<file path="config.mk">
export PLATFORM = sky130hd
export DESIGN_NAME = sort_stream_adapter
export DESIGN_NICKNAME = d
export VERILOG_FILES = /design/src/rtl/sort_stream_adapter.sv
export SDC_FILE = /design/constraint.sdc
export NUM_CORES = 1
export LEC_CHECK = 0
export ABC_AREA = 1
export BUFFER_PORTS_ARGS = -buffer_cell sky130_fd_sc_hd__buf_2
export CELL_PAD_IN_SITES_DETAIL_PLACEMENT = 0
export CELL_PAD_IN_SITES_GLOBAL_PLACEMENT = 1
export CORE_ASPECT_RATIO = 0.6
export CORE_MARGIN = 10
export CORE_UTILIZATION = 40
export CTS_BUF_LIST = sky130_fd_sc_hd__clkbuf_4 sky130_fd_sc_hd__clkbuf_8
export DETAILED_ROUTE_END_ITERATION = 6
export HOLD_SLACK_MARGIN = 0.08
export PLACE_DENSITY = 0.72
export SLEW_MARGIN = 5
export SYNTH_ARGS = -nofsm -noshare
export SYNTH_HDL_FRONTEND = slang
export SYNTH_SLANG_ARGS = --single-unit
export TNS_END_PERCENT = 1
</file>
<file path="constraint.sdc">
create_clock -name clk -period 4.3 [get_ports clk]
set_input_delay 0.43 -clock clk [delete_from_list [all_inputs] [get_ports clk]]
set_output_delay 0.43 -clock clk [all_outputs]
set_load 0.02 [all_outputs]
</file>
<file path="src/rtl/sort_stream_adapter.sv">
// Stream-side sequencer for the quicksort core: buffers N input words, feeds and runs the sorter,
// then drains the result and re-emits it as a valid/ready stream. Define SORT_ADAPT_CHECK_EN for order_err.
module sort_stream_adapter #(
  parameter int N       = 8,
  parameter int W       = 32,
  parameter int TIMEOUT = 4096
) (
  input  logic         clk,
  input  logic         rst_n,
  input  logic [W-1:0] in_data,
  input  logic         in_valid,
  output logic         in_ready,
  output logic [W-1:0] out_data,
  output logic         out_valid,
  input  logic         out_ready,
  output logic         out_last,
  output logic         busy,
  output logic         timeout_err,
  output logic [W-1:0] s_xin,
  output logic         s_read,
  output logic         s_write,
  output logic         s_init,
  input  logic [W-1:0] s_xout,
  input  logic         s_qcomp
`ifdef SORT_ADAPT_CHECK_EN
  ,
  output logic         order_err
`endif
);

  // state | meaning
  // LOAD  | accept N input words into mem
  // FEED  | present mem[0..N-1] to the sorter with s_read
  // GAP1  | both strobes low so the sorter word counter clears
  // START | hold s_init until the sorter leaves idle (s_qcomp low)
  // WAIT  | wait for s_qcomp, abort to LOAD on timer terminal count
  // DRAIN | pulse s_write N times, capturing s_xout one cycle late
  // GAP2  | final capture of the last sorted word
  // EMIT  | stream mem[0..N-1] out with out_last on the final word
  typedef enum logic [2:0] {
    ST_LOAD, ST_FEED, ST_GAP1, ST_START, ST_WAIT, ST_DRAIN, ST_GAP2, ST_EMIT
  } state_t;

  localparam int AW = $clog2(N);
  localparam int IW = AW + 1;
  localparam int TW = $clog2(TIMEOUT);
  localparam logic [IW-1:0] LAST_IDX = IW'(N - 1);
  localparam logic [TW-1:0] TMR_LOAD = TW'(TIMEOUT - 1);

  state_t        state_q, state_nx;
  logic [IW-1:0] idx_q, idx_nx;
  logic [TW-1:0] tmr_q, tmr_nx;
  logic          tout_set;

  logic [W-1:0]  mem_q [N];
  logic [W-1:0]  rd_word;
  logic [AW-1:0] cap_addr;
  logic          ld_we, cap_we, out_hs;

  assign out_hs   = out_valid && out_ready;
  assign ld_we    = in_ready && in_valid;
  assign cap_we   = (state_q == ST_DRAIN || state_q == ST_GAP2) && (idx_q != '0);
  assign cap_addr = AW'(idx_q - IW'(1));
  assign rd_word  = mem_q[idx_nx[AW-1:0]];

  always_comb begin
    state_nx = state_q;
    idx_nx   = idx_q;
    tmr_nx   = TMR_LOAD;
    tout_set = 1'b0;
    case (state_q)
      ST_LOAD: begin
        if (ld_we) begin
          if (idx_q == LAST_IDX) begin
            state_nx = ST_FEED;
            idx_nx   = '0;
          end else begin
            idx_nx = idx_q + IW'(1);
          end
        end
      end
      ST_FEED: begin
        if (idx_q == LAST_IDX) begin
          state_nx = ST_GAP1;
          idx_nx   = '0;
        end else begin
          idx_nx = idx_q + IW'(1);
        end
      end
      ST_GAP1: state_nx = ST_START;
      ST_START: begin
        if (!s_qcomp) state_nx = ST_WAIT;
      end
      ST_WAIT: begin
        tmr_nx = tmr_q - TW'(1);
        if (s_qcomp) begin
          state_nx = ST_DRAIN;
        end else if (tmr_q == '0) begin
          state_nx = ST_LOAD;
          idx_nx   = '0;
          tout_set = 1'b1;
        end
      end
      // idx runs to N here so GAP2 can capture mem[N-1] with the same lagged address
      ST_DRAIN: begin
        idx_nx = idx_q + IW'(1);
        if (idx_q == LAST_IDX) state_nx = ST_GAP2;
      end
      ST_GAP2: begin
        idx_nx   = '0;
        state_nx = ST_EMIT;
      end
      ST_EMIT: begin
        if (out_hs) begin
          if (idx_q == LAST_IDX) begin
            state_nx = ST_LOAD;
            idx_nx   = '0;
          end else begin
            idx_nx = idx_q + IW'(1);
          end
        end
      end
      default: begin
        state_nx = ST_LOAD;
        idx_nx   = '0;
      end
    endcase
  end

  // Every output is a flop loaded from the next-state decode.
  always_ff @(posedge clk or negedge rst_n) begin
    if (!rst_n) begin
      state_q     <= ST_LOAD;
      idx_q       <= '0;
      tmr_q       <= TMR_LOAD;
      in_ready    <= 1'b1;
      busy        <= 1'b0;
      out_valid   <= 1'b0;
      out_last    <= 1'b0;
      out_data    <= '0;
      s_read      <= 1'b0;
      s_write     <= 1'b0;
      s_init      <= 1'b0;
      s_xin       <= '0;
      timeout_err <= 1'b0;
    end else begin
      state_q     <= state_nx;
      idx_q       <= idx_nx;
      tmr_q       <= tmr_nx;
      in_ready    <= (state_nx == ST_LOAD);
      busy        <= (state_nx != ST_LOAD);
      out_valid   <= (state_nx == ST_EMIT);
      out_last    <= (state_nx == ST_EMIT) && (idx_nx == LAST_IDX);
      s_read      <= (state_nx == ST_FEED);
      s_write     <= (state_nx == ST_DRAIN);
      s_init      <= (state_nx == ST_START);
      s_xin       <= (state_nx == ST_FEED) ? rd_word : '0;
      if (state_nx == ST_EMIT) out_data <= rd_word;
      timeout_err <= timeout_err | tout_set;
    end
  end

  always_ff @(posedge clk) begin
    if (ld_we) begin
      mem_q[idx_q[AW-1:0]] <= in_data;
    end else if (cap_we) begin
      mem_q[cap_addr] <= s_xout;
    end
  end

`ifdef SORT_ADAPT_CHECK_EN
  logic [W-1:0] prev_q;

  always_ff @(posedge clk or negedge rst_n) begin
    if (!rst_n) begin
      prev_q    <= '0;
      order_err <= 1'b0;
    end else if (state_q == ST_EMIT && out_hs) begin
      prev_q <= out_data;
      if (idx_q != '0 && out_data < prev_q) order_err <= 1'b1;
    end
  end
`endif

endmodule
</file>
==> flow_metrics.env <==
export IMPL_status="finished, final reports clean"
export IMPL_hold_end="s_init"
export IMPL_antenna_found_initial=0
export IMPL_synth_edf_count=256
export IMPL_drive_above_1_share_pct=19.2
export IMPL_drt_pass1_iter_count=5
export IMPL_ys_warn_count=0
export IMPL_nets=1682
export IMPL_gp_congestion=0.818
export IMPL_io_buffers=140
export IMPL_rsz0062_at_grt="no"
export IMPL_clk_path_buf_depth=3
export IMPL_drt_initial_drc_count=859
export IMPL_path_class="reg2reg"
export IMPL_path_clk_slew_ns=0.06
export IMPL_grt_util_all_layers_pct=16.5
export IMPL_yosys_most_used_dff="edfxtp_1"
export IMPL_swShare_pct=44.4
export IMPL_cts_buffers=53
export IMPL_cts_tree="yes"
export IMPL_reg2reg_slack_ns=0.87
export IMPL_critPathRequiredTime_ns=4.57
export IMPL_synth_area_mux_share_pct=2.39
export IMPL_intPower_mw=7.23
export IMPL_synth_distinct_cells=37
export IMPL_endpoint_kind="flop"
export IMPL_cts_max_level=2
export IMPL_coreArea_sq_um=36800
export IMPL_synth_area_leaders="edfxtp_1, nand2_1, dfrtp_1"
export IMPL_synth_compound_area_share_pct=2.28
export IMPL_finalHoldViolCount=0
export IMPL_report_final_setup_viol=0
export IMPL_drc_errors=0
export IMPL_ctsRootBufferMaster="clkbuf_8"
export IMPL_ant_nets=0
export IMPL_layout_min_cycle_time_ns=3.43
export IMPL_cts_sinks=347
export IMPL_dieWidth_um=271
export IMPL_cp_arrival_ns=3.70
export IMPL_seq_area_frac_synth_pct=66.1
export IMPL_initial_core_util_pct=41.1
export IMPL_async_flop_share_pct=26.2
export IMPL_synth_area_sq_um=15100
export IMPL_power_density_nw_per_um2=747
export IMPL_instances_no_fill=2155
export IMPL_io_pins=141
export IMPL_period_share_pct=79.8
export IMPL_power_leakage_nw=7.86
export IMPL_dieArea_sq_um=46200
export IMPL_synth_fa_ha_area_share_pct=0.249
export IMPL_fin_area_sq_um=17400
export IMPL_grt_max_degree=129
export IMPL_clock_latency_ns=0.61
export IMPL_area_growth_syn_to_layout_pct=15.3
export IMPL_grt_pass1_wl_um=60700
export IMPL_p_sw_mw=5.77
export IMPL_hpwl_um=24100
export IMPL_syn_avg_cell_area_sq_um=10.3
export IMPL_vdd_drop_max_uv=551
export IMPL_routedWlPerCell_um=17.8
export IMPL_yosys_register_bits=347
export IMPL_crit_fanout=22
export IMPL_fmax_mhz=291
export IMPL_dieHeight_um=170
export IMPL_postLayoutCoreUtil_pct=47.3
export IMPL_grt_pass1_vias=10441
export IMPL_postSynthCellCount=1464
export IMPL_p_seq_share_pct=34.2
export IMPL_hold_path_class="in2reg"
export IMPL_dp_cells=2058
export IMPL_pre_cts_ws_ns=0.884
export IMPL_synth_xor_area_share_pct=0.116
export IMPL_worstHoldPathCells=3
export IMPL_hp_start="s_qcomp"
export IMPL_skew_ns=0.0359
export IMPL_combPwrFrac_pct=45.5
export IMPL_grt_overflow_total=0
export IMPL_finalPower_mw=13.0
export IMPL_worst_slack_ns=0.868
export IMPL_synth_top_area_share_pct=50.9
export IMPL_slew_limit_headroom_pct=32.2
export IMPL_max_cap_violations=0
export IMPL_worst_setup_path_start_kind="flop"
export IMPL_reg2reg_to="mem_q[1][22]"
export IMPL_tightestPinTransition_ns=1.01
export IMPL_fin_setup_tns_ns=0
export IMPL_synth_top_area_cell="edfxtp_1"
export IMPL_synth_top_family_by_area="simple AND/OR/NAND/NOR gates"
export IMPL_rows=54
export IMPL_fillers=3490
export IMPL_routed_wl_um=38500
export IMPL_post_cts_buffers=0
export IMPL_placed_area_sq_um=16400
export IMPL_synth_simple_area_share_pct=22.9
export IMPL_drv_slew=0
export IMPL_num_vias=10501
export IMPL_p_clk_share_pct=20.3
export IMPL_syn_nets=1536
export IMPL_antenna_cells=0
export IMPL_timing_hold_ws_ns=0.216
export IMPL_worstReg2RegStart="state_q[0]"
export IMPL_avgViaCountPerCell=4.87
export IMPL_r2r_cells=12
==> synthesized netlist by cell type (2+ instances only) <==
cell      count
o211ai_1      3
nor3_1        3
a31oi_1       2
nor2_2        3
o21ai_1       2
edfxtp_1    256
nor2_1       25
buf_2        56
nand2_1     559
o21ai_0      10
nand4_1       3
nand3_1     177
mux2_2       32
dfrtp_1      78
nand3b_1     33
xor2_1        2
ha_1          3
buf_4         8
inv_1       128
dfstp_2      13
nand3_2       2
a21oi_1      34
clkbuf_1      8
inv_2         5
or2_2         2
buf_6         2
nand2_2       5
==> worst max-delay path, stage by stage (launching register included) <==
cell and delay (ns):
dfrtp_1 0.43, inv_2 0.12, nor2_4 0.12, nand2_1 0.13, nand2_1 0.13, nand3_2 0.38
buf_4 0.43, nand2_1 0.09, o21ai_0 0.14, inv_1 0.11, nand2_1 0.13, nor2_4 0.47
buf_4 0.37
==> sequential cells by signal, indices dropped and copies added, names as in the netlist <==
name	flops
busy	1
idx_q	4
in_ready	1
mem_q	256
out_data	32
out_last	1
out_valid	1
s_init	1
s_read	1
s_write	1
s_xin	32
state_q	3
timeout_err	1
tmr_q	12
==> placed cells by master, fill, tap and decap left out, types with 3 or more instances in the layout <==
cell / n
buf_4: 18
nor3_1: 3
nand3b_1: 33
mux2_2: 32
edfxtp_1: 256
ha_1: 3
clkbuf_4: 10
buf_2: 139
nand2_1: 559
nor2_2: 3
a21oi_1: 34
clkinv_1: 18
buf_12: 7
nor2_4: 9
o21ai_0: 10
o211ai_1: 3
nor2_1: 17
nand3_1: 176
dfstp_2: 13
clkbuf_8: 54
inv_1: 128
nand2_2: 3
dfrtp_1: 78
inv_2: 5
nand4_1: 3
clkinv_2: 9
==> layer usage <==
layer / wire (um) / vias to the layer above / track usage [%]
met4: 763 / 0 / 4.31
met3: 2280 / 60 / 3.58
met1: 18700 / 5030 / 23.5
met2: 16700 / 281 / 25.2
li1: - / 5130 / -
met5: 0 / - / 0
==> cells by family (layout without fill, tap and decap cells) <==
logic type,after synthesis,in the layout
compound gates,59,59
xor+xnor,2,2
fa+ha+maj,3,3
buf+inv,207,394
flops,347,347
mux,32,32
simple gates,814,814
==> power groups by stage <==
stage,Combinational [mW],Sequential [mW],Clock (mW)
after floorplan,3.79,4.84,0
after global placement,5.95,4.51,0
after global routing,6.64,4.50,2.85
after detailed placement,5.96,4.51,0
final,5.91,4.44,2.64
after CTS,5.99,4.45,2.69
==> layout make-up <==
| class | count | area (sq um) | area share [%] |
|---|---|---|---|
| Timing Repair Buffer | 165 | 981 | 5.64 |
| Clock inverter | 32 | 178 | 1.02 |
| Inverter | 133 | 499 | 2.87 |
| Tap cell | 504 | 631 | 3.62 |
| Multi-Input combinational cell | 910 | 4310 | 24.8 |
| Sequential cell | 347 | 9980 | 57.4 |
| Clock buffer | 64 | 818 | 4.70 |
==> what timing repair did <==
item	4_1_cts	5_1_grt
resized for setup	0	0
endpoints found under the setup margin	0	0
hold buffers	1	0
hold endpoints to repair	48	0
==> how the worst max path moves through the flow <==
stage | startpoint | to | cells after the start
after floorplan | state_q[0] | mem_q[2][0] | 9
after global placement | state_q[0] | mem_q[1][22] | 12
after detailed placement | state_q[0] | mem_q[1][22] | 12
after CTS | state_q[0] | mem_q[1][22] | 12
after global routing | state_q[0] | mem_q[1][22] | 12
final | state_q[0] | mem_q[1][22] | 12
(Power assumes the default switching activity.)
